$ cat config.mk
export PLATFORM = sky130hd
export DESIGN_NAME = nibble_ser_tx_flat
export DESIGN_NICKNAME = d
export VERILOG_FILES = /design/src/rtl/nibble_ser_tx_if.sv /design/src/rtl/nibble_ser_tx.sv /design/src/flat_wrapper.sv
export SDC_FILE = /design/constraint.sdc
export NUM_CORES = 1
export LEC_CHECK = 0
export ABC_CLOCK_PERIOD_IN_PS = 2500
export CORE_MARGIN = 2
export CORE_UTILIZATION = 40
export CTS_BUF_LIST = sky130_fd_sc_hd__clkbuf_8
export CTS_CLUSTER_SIZE = 10
export DETAILED_ROUTE_END_ITERATION = 8
export PLACE_DENSITY_LB_ADDON = 0.3
export SYNTH_ARGS = -nofsm -noshare
export SYNTH_HDL_FRONTEND = slang
export SYNTH_SLANG_ARGS = --single-unit
$ cat constraint.sdc
create_clock -name clk -period 2.5 [get_ports clk]
set_input_delay 0.625 -clock clk [delete_from_list [all_inputs] [get_ports clk]]
set_output_delay 0.625 -clock clk [all_outputs]
set_load 0.02 [all_outputs]
$ cat src/rtl/nibble_ser_tx_if.sv
// rtl/nibble_ser_tx_if.sv - handshake and serial-line bundle for the nibble transmitter
interface nibble_ser_tx_if;
  logic [3:0] data_in;
  logic       valid;
  logic       ready;
  logic       tx;
  logic       busy;

  modport master (
    output data_in,
    output valid,
    input  ready,
    input  tx,
    input  busy
  );

  modport slave (
    input  data_in,
    input  valid,
    output ready,
    output tx,
    output busy
  );
endinterface

$ cat src/rtl/nibble_ser_tx.sv
// rtl/nibble_ser_tx.sv - nibble serializer: start, 4 data bits LSB-first, optional even parity, stop
module nibble_ser_tx #(
  parameter int DIV       = 4,
  parameter int PARITY_EN = 0
) (
  input  logic            clk,
  input  logic            Rst,
  nibble_ser_tx_if.slave  bus
);

  typedef enum logic [2:0] {IDLE, START, DATA, PARITY, STOP} state_t;

  state_t     state;
  logic [1:0] bit_cnt;
  logic [7:0] div_cnt;
  logic [3:0] shreg;
  logic       par;
  logic       bit_end;

  assign bit_end = (div_cnt == 8'(DIV - 1));

  // tx is loaded with the level of the state being entered, so it always comes straight from a flop
  always_ff @(posedge clk or posedge Rst) begin
    if (Rst) begin
      state     <= IDLE;
      bus.tx    <= 1'b1;
      bus.ready <= 1'b1;
      bus.busy  <= 1'b0;
      bit_cnt   <= 2'd0;
      div_cnt   <= 8'd0;
      shreg     <= 4'd0;
      par       <= 1'b0;
    end else begin
      case (state)
        IDLE: begin
          if (bus.valid) begin
            shreg     <= bus.data_in;
            par       <= ^bus.data_in;
            state     <= START;
            bus.tx    <= 1'b0;
            bus.ready <= 1'b0;
            bus.busy  <= 1'b1;
            div_cnt   <= 8'd0;
          end
        end
        START: begin
          if (bit_end) begin
            div_cnt <= 8'd0;
            bit_cnt <= 2'd0;
            state   <= DATA;
            bus.tx  <= shreg[0];
          end else begin
            div_cnt <= div_cnt + 8'd1;
          end
        end
        DATA: begin
          if (bit_end) begin
            div_cnt <= 8'd0;
            if (bit_cnt == 2'd3) begin
              if (PARITY_EN != 0) begin
                state  <= PARITY;
                bus.tx <= par;
              end else begin
                state  <= STOP;
                bus.tx <= 1'b1;
              end
            end else begin
              bit_cnt <= bit_cnt + 2'd1;
              bus.tx  <= shreg[bit_cnt + 2'd1];
            end
          end else begin
            div_cnt <= div_cnt + 8'd1;
          end
        end
        PARITY: begin
          if (bit_end) begin
            div_cnt <= 8'd0;
            state   <= STOP;
            bus.tx  <= 1'b1;
          end else begin
            div_cnt <= div_cnt + 8'd1;
          end
        end
        STOP: begin
          if (bit_end) begin
            div_cnt   <= 8'd0;
            state     <= IDLE;
            bus.tx    <= 1'b1;
            bus.ready <= 1'b1;
            bus.busy  <= 1'b0;
          end else begin
            div_cnt <= div_cnt + 8'd1;
          end
        end
        default: begin
          state     <= IDLE;
          bus.tx    <= 1'b1;
          bus.ready <= 1'b1;
          bus.busy  <= 1'b0;
          div_cnt   <= 8'd0;
        end
      endcase
    end
  end

endmodule

$ cat src/flat_wrapper.sv
// flat-port wrapper written by rule: the top's interface ports become plain ports
module nibble_ser_tx_flat 
#(
  parameter int DIV       = 4,
  parameter int PARITY_EN = 0
)
  (clk, Rst, bus_data_in, bus_valid, bus_ready, bus_tx, bus_busy);
  nibble_ser_tx_if bus_i ();
  input  logic clk;
  input  logic Rst;
  input wire logic [$bits(bus_i.data_in)-1:0] bus_data_in;
  input wire logic [$bits(bus_i.valid)-1:0] bus_valid;
  output wire logic [$bits(bus_i.ready)-1:0] bus_ready;
  output wire logic [$bits(bus_i.tx)-1:0] bus_tx;
  output wire logic [$bits(bus_i.busy)-1:0] bus_busy;
  assign bus_i.data_in = bus_data_in;
  assign bus_i.valid = bus_valid;
  assign bus_ready = bus_i.ready;
  assign bus_tx = bus_i.tx;
  assign bus_busy = bus_i.busy;
  nibble_ser_tx #(.DIV(DIV), .PARITY_EN(PARITY_EN)) u_core (.clk(clk), .Rst(Rst), .bus(bus_i));
endmodule
==> results of run 1 <==
==> worst register-to-register path: cells and delay by family (launching register included) <==
family	cells	cell delay, ns
AO/OA/AOI/OAI	2	0.71
adder cells (fa/ha/maj)	1	0.27
flip-flops	1	0.43
AND/OR/NAND/NOR	2	0.28
==> cell families (layout without fill, tap and decap cells) <==
| kind of cell | Yosys count | in the layout | share of synthesized area |
|---|---|---|---|
| and+or+nand+nor | 41 | 41 | 0.2209 |
| DFF | 20 | 20 | 0.4674 |
| AOI/OAI and AO/OA | 19 | 19 | 0.1372 |
| buffers and inverters | 9 | 19 | 0.05116 |
| xor gates and xnor gates | 6 | 6 | 0.04885 |
| muxes | 5 | 5 | 0.05116 |
| adders and majority gates | 2 | 2 | 0.02325 |
==> through the flow <==
| stage | power (mW) | hold slack (ns) | instance area, µm² | worst slack [ns] | std cells |
|---|---|---|---|---|---|
| after global routing | 1.618 | 0.5248 | 1246 | 0.4238 | 142 |
| after detailed placement | 1.202 | 0.4812 | 1175 | 0.4276 | 138 |
| final | 1.514 | 0.4896 | 1246 | 0.4827 | 142 |
| after global placement | 1.186 | 0.4690 | 1175 | 0.4273 | 138 |
| after floorplan | 1.074 | 0.4538 | 1076 | 0.9808 | 102 |
| after CTS | 1.525 | 0.4946 | 1246 | 0.4642 | 142 |
==> area by class of cell <==
class | instances | area [µm²]
fillers | 236 | 1276
multi-input cells | 73 | 518.0
flip-flops and latches | 20 | 503.0
repair buffers | 10 | 97.59
clock buffers | 3 | 41.29
well taps | 30 | 37.54
clock inverters | 1 | 30.03
inverters | 5 | 18.77
==> per-layer routing <==
layer  share of wire  wire length, µm  global-route usage
met1            0.49              931              0.1779
met4          0.0090               17             0.05442
met2            0.45              848              0.1837
met3           0.049               93             0.03256
met5               0                0                   0
==> how the worst max path moves through the flow <==
stage,start,endpoint
finish,u_core.bus.tx$_DFFE_PP1P_,bus_tx
floorplan,u_core.div_cnt[0]$_DFFE_PP0P_,u_core.bus.tx$_DFFE_PP1P_
detailed placement,bus_valid,u_core.div_cnt[3]$_DFFE_PP0P_
global route,u_core.bus.tx$_DFFE_PP1P_,bus_tx
CTS,u_core.bus.tx$_DFFE_PP1P_,bus_tx
global placement,bus_valid,u_core.div_cnt[3]$_DFFE_PP0P_
==> cells in the final DEF (no fill, tap or decap), types with 2 or more instances in the layout <==
cell	netlist	layout
nand3_1	5	5
nand4_1	3	3
mux2_2	4	4
a21oi_1	3	3
nand2_1	9	9
ha_1	2	2
clkbuf_8	0	3
clkdlybuf4s50_1	0	9
nor2_1	11	11
dfstp_2	2	2
inv_1	5	5
xnor2_1	3	3
o21ai_0	4	4
dfrtp_1	18	18
nor3_1	3	3
xor2_1	3	3
nor2b_1	2	2
==> state kept, by name, summed over array words and instances (netlist names) <==
register	cells
u_core.bit_cnt	2
u_core.bus.busy	1
u_core.bus.ready	1
u_core.bus.tx	1
u_core.div_cnt	8
u_core.shreg	4
u_core.state	3
==> where the power goes <==
part           internal, mW  switching [mW]
sequential            0.445           0.151
clock                 0.213           0.105
combinational         0.285           0.314
==> out/summary.txt, run 1 <==
status: finished clean
post_cts resized: 0
fin crit share: 0.8069
leakage: 0.5084 nW
share of cells above drive strength 1: 0.1696
DR DRC count: 0
CTS tree: done
most common cell in the synthesized netlist: dfrtp_1
Levels on crit path: 1
slowest CP cell: clkdlybuf4s50_1
main flop type after synthesis: dfrtp_1
Routed WL: 1.891 mm
routed length per instance: 13.32 µm
Max Freq: 495.7 MHz
GRT Total Usage: 0.1265
Worst Tran Pin Value: 0.7590 ns
IO buf count: 9
most instantiated cells after synthesis: dfrtp_1, nor2_1, nand2_1
Final ANT Viol Nets: 0
RSZ-0062 raised after global routing: false
Die Width: 55.87 µm
die area: 3121 µm²
IO Count: 10
maximum vdd drop: 0.7373 mV
drt first pass iters: 4
CP Data Arrival Time: 1.39 ns
CP cell instances: clkdlybuf4s50_1
Post-synth EDFFs: 0
max cap viols: 0
Starting Density: 0.4266
hold path start: u_core.bus.ready$_DFFE_PP1P_
Hold EP: u_core.bus.ready$_DFFE_PP1P_
min Tclk post-route: 2.017 ns
Power Density: 1215 nW/µm²
# Post-CTS Setup Buffers: 0
worst rel slew slack: 0.4935
Fin. Hold Viols: 0
worst min path class: reg -> reg
R2R depth: 5
Core ar.: 2522 µm²
syn_area_per_cell: 10.55 µm²
Seq cells post-synth: 20
Mapped Area: 1076 µm²
Net Count, Synth: 111
Worst setup SP type: register
crit path kind: reg -> out
worst path bufs/invs: 1
Ys Warns: 0
dominant cells by area after synthesis: dfrtp_1, dfstp_2, mux2_2, nor2_1, nand2_1
fraction of registers with async set/reset: 1.000
CTS Hold Buffers Added: 0
largest net degree at the start of global routing: 21
reg2reg end: u_core.bus.tx$_DFFE_PP1P_
clock sink count: 20
clock buffer depth: 2
Slew Limit Fails: 0
Mapped Cells: 102
Placer Congestion: 0.8875
area delta synth->final: 15.81%
sequential fraction of the synthesis area: 0.4674
Yosys top cell area share: 0.4186
Final setup viols: 0
vias in the first global route: 686
Vias: 776
Util after Layout: 0.4940
peak fanout along the critical path: 2
first-pass GRT wire length: 3.125 mm
setup TNS: 0 ns
CP max stage delay: 0.60 ns
Vias/cell: 5.465
Initial DRC Count: 4
Root Driver: clkbuf_8
FF-to-FF Start: u_core.div_cnt[0]$_DFFE_PP0P_
row cnt: 18
Ant. Diodes: 0
die height: 55.87 µm
Hold Crit Depth: 2
H-Tree Depth: 1
total CTS buffers: 3
post-synth top area cell: dfrtp_1
Yosys cell types: 39
Worst EP required: 1.88 ns
grt ovf: 0
antenna violations before repair: 0
HPWL after DPL: 1.378 mm
post-route clock skew: 0.003204 ns
delay-heaviest family, CP: buffers and inverters
CTS clk-pin slew, worst paths: 0.08 ns
# nets final: 122
setup slack, reg-to-reg: 0.75 ns
CP Capture Type: primary output
clk_lat worst skew: 0.25 ns
Note: power is estimated with default switching activity, not from simulation.
==> run 2: changes to the inputs <==
--- a/config.mk
+++ b/config.mk
@@ -5,7 +5,7 @@
 export SDC_FILE = /design/constraint.sdc
 export NUM_CORES = 1
 export LEC_CHECK = 0
-export ABC_CLOCK_PERIOD_IN_PS = 2500
+export ABC_CLOCK_PERIOD_IN_PS = 1700
 export CORE_MARGIN = 2
 export CORE_UTILIZATION = 40
 export CTS_BUF_LIST = sky130_fd_sc_hd__clkbuf_8
==> constraint.sdc (replaced) <==
create_clock -name clk -period 1.7 [get_ports clk]
set_input_delay 0.425 -clock clk [delete_from_list [all_inputs] [get_ports clk]]
set_output_delay 0.425 -clock clk [all_outputs]
set_load 0.02 [all_outputs]
==> out/summary.txt, run 2 (synthesis gave the netlist of run 1 again) <==
vias in the first global route: 787 (was 686)
total CTS buffers: 3 (unchanged)
Register Area: 503.0 µm² (unchanged)
biggest regs: u_core.div_cnt: 8 flops, u_core.shreg: 4 flops, u_core.state: 3 flops (unchanged)
Ant. Diodes: 0 (unchanged)
Final ANT Viol Nets: 0 (unchanged)
clk_lat worst skew: 0.25 ns (about the same)
post-route clock skew: 0.001785 ns (was 0.003204 ns)
CP Capture Type: register (was primary output)
status: finished clean (unchanged)
Power Density: 1739 nW/µm² (was 1215 nW/µm²)
CTS clk-pin slew, worst paths: 0.08 ns (about the same)
share of cells above drive strength 1: 0.2623 (was 0.1696)
Hold Crit Depth: 2 (unchanged)
Placer Congestion: 0.8148 (was 0.8875)
fill count: 222 (was 236)
reg2reg end: u_core.bus.tx$_DFFE_PP1P_ (unchanged)
Core ar.: 2522 µm² (unchanged)
CTS Hold Buffers Added: 0 (unchanged)
hold path start: u_core.bus.ready$_DFFE_PP1P_ (unchanged)
IO Count: 10 (unchanged)
slowest CP cell: dfrtp_1 (was clkdlybuf4s50_1)
DP Area: 1227 µm² (was 1175 µm²)
Final setup viols: 0 (unchanged)
Biggest register: u_core.div_cnt (unchanged)
H-Tree Depth: 1 (unchanged)
setup ws final: 0.02575 ns (was 0.4827 ns)
leakage: 0.5576 nW (was 0.5084 nW)
Routed WL: 2.096 mm (was 1.891 mm)
delay-heaviest family, CP: compound AO/OA/AOI/OAI gates (was buffers and inverters)
area delta synth->final: 23.95% (was 15.81%)
final instance area: 1334 µm² (was 1246 µm²)
row cnt: 18 (unchanged)
grt ovf: 0 (unchanged)
CP Data Arrival Time: 1.86 ns (was 1.39 ns)
Min Hold Slack: 0.4829 ns (was 0.4896 ns)
Fin. Hold Viols: 0 (unchanged)
die height: 55.87 µm (unchanged)
first-pass GRT wire length: 3.539 mm (was 3.125 mm)
Die Width: 55.87 µm (unchanged)
R2R depth: 6 (was 5)
Worst EP required: 1.88 ns (about the same)
worst path bufs/invs: 1 (unchanged)
antenna violations before repair: 0 (unchanged)
FF-to-FF Start: u_core.div_cnt[1]$_DFFE_PP0P_ (was u_core.div_cnt[0]$_DFFE_PP0P_)
clock buffer depth: 2 (unchanged)
Root Driver: clkbuf_8 (unchanged)
worst rel slew slack: 0.7149 (was 0.4935)
maximum vdd drop: 1.120 mV (was 0.7373 mV)
RSZ-0062 raised after global routing: true (was false)
largest net degree at the start of global routing: 21 (unchanged)
min Tclk post-route: 1.674 ns
Starting Density: 0.4266 (unchanged)
drt first pass iters: 4 (unchanged)
crit path kind: reg -> reg (was reg -> out)
setup slack at placement: -0.1592 ns (was 0.4276 ns)
max cap viols: 0 (unchanged)
CP cell instances: ha_4 > nor4b_4 > buf_4 > a211oi_4 > nor2_4 > o32a_1 (was clkdlybuf4s50_1)
CTS tree: done (unchanged)
die area: 3121 µm² (unchanged)
number of flip-flops in the largest register: 8 (unchanged)
DR DRC count: 0 (unchanged)
Vias/cell: 5.559 (was 5.465)
HPWL after DPL: 1.501 mm (was 1.378 mm)
Worst setup SP type: register (unchanged)
area occupied by multi-input gates: 549.3 µm² (was 518.0 µm²)
clock sink count: 20 (unchanged)
routed length per instance: 13.79 µm (was 13.32 µm)
fin crit share: 0.9849
Initial DRC Count: 18 (was 4)
worst min path class: reg -> reg (unchanged)
IO buf count: 9 (unchanged)
setup slack, reg-to-reg: 0.03 ns (was 0.75 ns)
Tot Pwr: 2.320 mW (was 1.514 mW)
Max Freq: 597.3 MHz
Slew Limit Fails: 0 (unchanged)
Hold EP: u_core.bus.ready$_DFFE_PP1P_ (unchanged)
Vias: 845 (was 776)
Worst Tran Pin Value: 0.4242 ns (was 0.7590 ns)
commonest non-fill, non-tap cell in the layout: dfrtp_1 (unchanged)
most frequent cells in the layout: dfrtp_1, nor2_1, buf_4 (was dfrtp_1, nor2_1, nand2_1, clkdlybuf4s50_1)
# nets final: 132 (was 122)
CP max stage delay: 0.44 ns (was 0.60 ns)
peak fanout along the critical path: 7 (was 2)
GRT Total Usage: 0.1428 (was 0.1265)
run 2: worst max path at each step:
| stage | from | endpoint | depth (start not counted) |
|---|---|---|---|
| floorplan | u_core.div_cnt[0]$_DFFE_PP0P_ | u_core.bus.tx$_DFFE_PP1P_ | 5 |
| global placement | bus_valid | u_core.div_cnt[4]$_DFFE_PP0P_ | 5 |
| detailed placement | bus_valid | u_core.div_cnt[3]$_DFFE_PP0P_ | 5 |
| CTS | u_core.div_cnt[1]$_DFFE_PP0P_ | u_core.bus.tx$_DFFE_PP1P_ | 5 |
| global route | u_core.div_cnt[1]$_DFFE_PP0P_ | u_core.bus.tx$_DFFE_PP1P_ | 6 |
| finish | u_core.div_cnt[1]$_DFFE_PP0P_ | u_core.bus.tx$_DFFE_PP1P_ | 6 |
run 2: area by class of cell:
| cell class | count | area share |
|---|---|---|
| clock buffers | 4 | 0.04128 |
| flip-flops and latches | 20 | 0.3771 |
| multi-input cells | 73 | 0.4118 |
| well taps | 30 | 0.02814 |
| inverters | 5 | 0.01407 |
| repair buffers | 20 | 0.1276 |
run 2: tightest hold or removal path, cell delays in order (launching register included):
cell     delay (ns)
dfstp_2        0.38
inv_1          0.05
a31oi_1        0.06
run 2: report_power, final:
group / internal, mW / switching (mW) / total [mW]
sequential: 0.654 / 0.191 / 0.845
combinational: 0.557 / 0.557 / 1.11
clock: 0.206 / 0.155 / 0.361
total: 1.42 / 0.903 / 2.32
run 2: stage by stage:
step	setup TNS (ns)	cells	utilization
2_1_floorplan	0	102	-
3_3_place_gp	-0.9458	145	0.4866
3_5_place_dp	-0.9286	145	0.4866
4_1_cts	0	149	0.5074
5_1_grt	-0.02839	152	0.5288
6_report	0	152	0.5288
run 2: routing by layer:
metal,global-route usage,wire length [µm],up-vias
li1,-,-,409
met1,0.1935,988,408
met2,0.2279,991,26
met3,0.04186,106,2
met4,0.03061,10,0
met5,0,0,-
run 2: timing repair:
action,CTS,global route
endpoints found under the hold margin,0,0
setup endpoints to repair,2,9
gates resized for setup,2,5
buffers inserted,0,3
pin swaps,0,3
==> run 3: changes to the inputs <==
--- a/config.mk
+++ b/config.mk
@@ -7,7 +7,7 @@
 export LEC_CHECK = 0
 export ABC_CLOCK_PERIOD_IN_PS = 1700
 export CORE_MARGIN = 2
-export CORE_UTILIZATION = 40
+export CORE_UTILIZATION = 52
 export CTS_BUF_LIST = sky130_fd_sc_hd__clkbuf_8
 export CTS_CLUSTER_SIZE = 10
 export DETAILED_ROUTE_END_ITERATION = 8
==> out/summary.txt, run 3 (synthesis gave the netlist of run 1 again) <==
largest net degree at the start of global routing: 21 (unchanged)
slowest CP cell: dfrtp_1 (unchanged)
Min Hold Slack: 0.4846 ns (was 0.4829 ns)
CTS tree: done (unchanged)
Root Driver: clkbuf_8 (unchanged)
IO Count: 10 (unchanged)
CTS Hold Buffers Added: 0 (unchanged)
grt ovf: 0 (unchanged)
Routed WL: 2.085 mm (was 2.096 mm)
Flop pwr share: 0.363 (was 0.364)
Clk network pwr share: 0.159 (was 0.156)
status: finished clean (unchanged)
Core ar.: 1962 µm² (was 2522 µm²)
row cnt: 16 (was 18)
CP Capture Type: register (unchanged)
Biggest register: u_core.div_cnt (unchanged)
CTS clk-pin slew, worst paths: 0.07 ns (was 0.08 ns)
Initial DRC Count: 16 (was 18)
Worst setup SP type: register (unchanged)
leakage: 0.5634 nW (was 0.5576 nW)
worst min path class: in -> async (was reg -> reg)
min Tclk post-route: 1.601 ns (was 1.674 ns)
Starting Density: 0.5485 (was 0.4266)
routed length per instance: 13.99 µm (was 13.79 µm)
vias in the first global route: 883 (was 787)
worst rel slew slack: 0.7258 (was 0.7149)
peak fanout along the critical path: 4 (was 7)
Vias/cell: 5.591 (was 5.559)
Fin. Hold Viols: 0 (unchanged)
antenna violations before repair: 0 (unchanged)
Pint: 1.373 mW (was 1.417 mW)
setup TNS: 0 ns (unchanged)
# nets final: 132 (unchanged)
Slew Limit Fails: 0 (unchanged)
commonest non-fill, non-tap cell in the layout: dfrtp_1 (unchanged)
setup slack, reg-to-reg: 0.1 ns (was 0.03 ns)
DR DRC count: 0 (unchanged)
fin crit share: 0.9420 (was 0.9849)
GRT Total Usage: 0.2000 (was 0.1428)
clk_lat worst skew: 0.26 ns (was 0.25 ns)
Switching Fraction: 0.3988 (was 0.3891)
die height: 49.49 µm (was 55.87 µm)
switching pwr: 0.9106 mW (was 0.9027 mW)
most frequent cells in the layout: dfrtp_1, nor2_1, buf_4 (unchanged)
HPWL after DPL: 1.538 mm (was 1.501 mm)
die area: 2449 µm² (was 3121 µm²)
Die Width: 49.49 µm (was 55.87 µm)
Final setup viols: 0 (unchanged)
Final ANT Viol Nets: 0 (unchanged)
CP cell instances: ha_1 > nor4b_4 > buf_4 > o2111ai_1 > nor3_1 > a21o_1 (was ha_4 > nor4b_4 > buf_4 > a211oi_4 > nor2_4 > o32a_1)
CP max stage delay: 0.40 ns (was 0.44 ns)
crit path kind: reg -> reg (unchanged)
Max Freq: 624.5 MHz (was 597.3 MHz)
clock buffer depth: 2 (unchanged)
CP Data Arrival Time: 1.80 ns (was 1.86 ns)
Worst Tran Pin Value: 0.4099 ns (was 0.4242 ns)
Ant. Diodes: 0 (unchanged)
Placer Congestion: 0.8567 (was 0.8148)
post-route clock skew: 0.001907 ns (was 0.001785 ns)
share of cells above drive strength 1: 0.2459 (was 0.2623)
first-pass GRT wire length: 3.684 mm (was 3.539 mm)
drt first pass iters: 4 (unchanged)
IO buf count: 9 (unchanged)
H-Tree Depth: 1 (unchanged)
clock sink count: 20 (unchanged)
max cap viols: 0 (unchanged)
total CTS buffers: 3 (unchanged)
number of flip-flops in the largest register: 8 (unchanged)
RSZ-0062 raised after global routing: false (was true)
maximum vdd drop: 0.9127 mV (was 1.120 mV)
Logic pwr share: 0.477 (was 0.480)
area delta synth->final: 22.91% (was 23.95%)
biggest regs: u_core.div_cnt: 8 flops, u_core.shreg: 4 flops, u_core.state: 3 flops (unchanged)
Power Density: 1727 nW/µm² (was 1739 nW/µm²)
Vias: 833 (was 845)
Worst EP required: 1.90 ns (was 1.88 ns)
==> run 3: worst max-delay path: cells and delay by family, from the launching register on <==
kind	cells	cell delay (ns)
flops	1	0.40
fa+ha+maj	1	0.19
compound gates	2	0.28
simple gates	2	0.49
buf+inv	1	0.19
==> run 3: power by group through the flow <==
stage	sequential, mW	combinational, mW	clock (mW)
floorplan	0.821	0.758	0
global placement	0.822	1.00	0
detailed placement	0.829	1.04	0
CTS	0.819	1.03	0.371
global route	0.858	1.20	0.397
finish	0.830	1.09	0.364
==> run 3: final timing paths <==
check | from | end | cells after the start
worst max-delay path | u_core.div_cnt[0]$_DFFE_PP0P_ | u_core.bit_cnt[0]$_DFFE_PP0P_ | 6
worst min-delay path | Rst | u_core.shreg[0]$_DFFE_PP0P_ | 3
worst max register to register | u_core.div_cnt[0]$_DFFE_PP0P_ | u_core.bit_cnt[0]$_DFFE_PP0P_ | 6
worst min register to register | u_core.bit_cnt[1]$_DFFE_PP0P_ | u_core.bit_cnt[1]$_DFFE_PP0P_ | 2
max in group asynchronous | Rst | u_core.bus.ready$_DFFE_PP1P_ | 3
min in group clk | u_core.bit_cnt[1]$_DFFE_PP0P_ | u_core.bit_cnt[1]$_DFFE_PP0P_ | 2
==> run 3: area by class of cell <==
type | count | area (µm²)
Fill cell | 173 | 639.4
Multi-Input combinational cell | 73 | 539.3
Sequential cell | 20 | 503.0
Timing Repair Buffer | 20 | 172.7
Clock buffer | 4 | 55.05
Tap cell | 27 | 33.78
Inverter | 5 | 18.77
==> run 3: what timing repair did <==
item,CTS,global route
gates resized for setup,2,4
setup buffers,0,1
endpoints found under the setup margin,2,10
pin swaps,0,1
cloned,0,0
==> run 3: stage by stage <==
step / total power, mW / instance area, µm² / cells / util / setup slack [ns]
3_5_place_dp: 1.867 / 1239 / 144 / 0.6314 / -0.1334
6_report: 2.283 / 1323 / 149 / 0.6741 / 0.09860
4_1_cts: 2.221 / 1291 / 148 / 0.6582 / 0.0002269
2_1_floorplan: 1.579 / 1076 / 102 / - / 0.1808
5_1_grt: 2.458 / 1323 / 149 / 0.6741 / 0.005165
3_3_place_gp: 1.821 / 1239 / 144 / 0.6314 / -0.1065
==> run 3: layer usage <==
layer,routed length [µm],track usage,vias to the layer above,share of wire
met5,0,0,-,0
met4,11,0.06019,0,0.0053
met3,98,0.07879,2,0.047
met2,1077,0.3468,15,0.52
met1,898,0.2266,410,0.43
li1,-,-,406,-
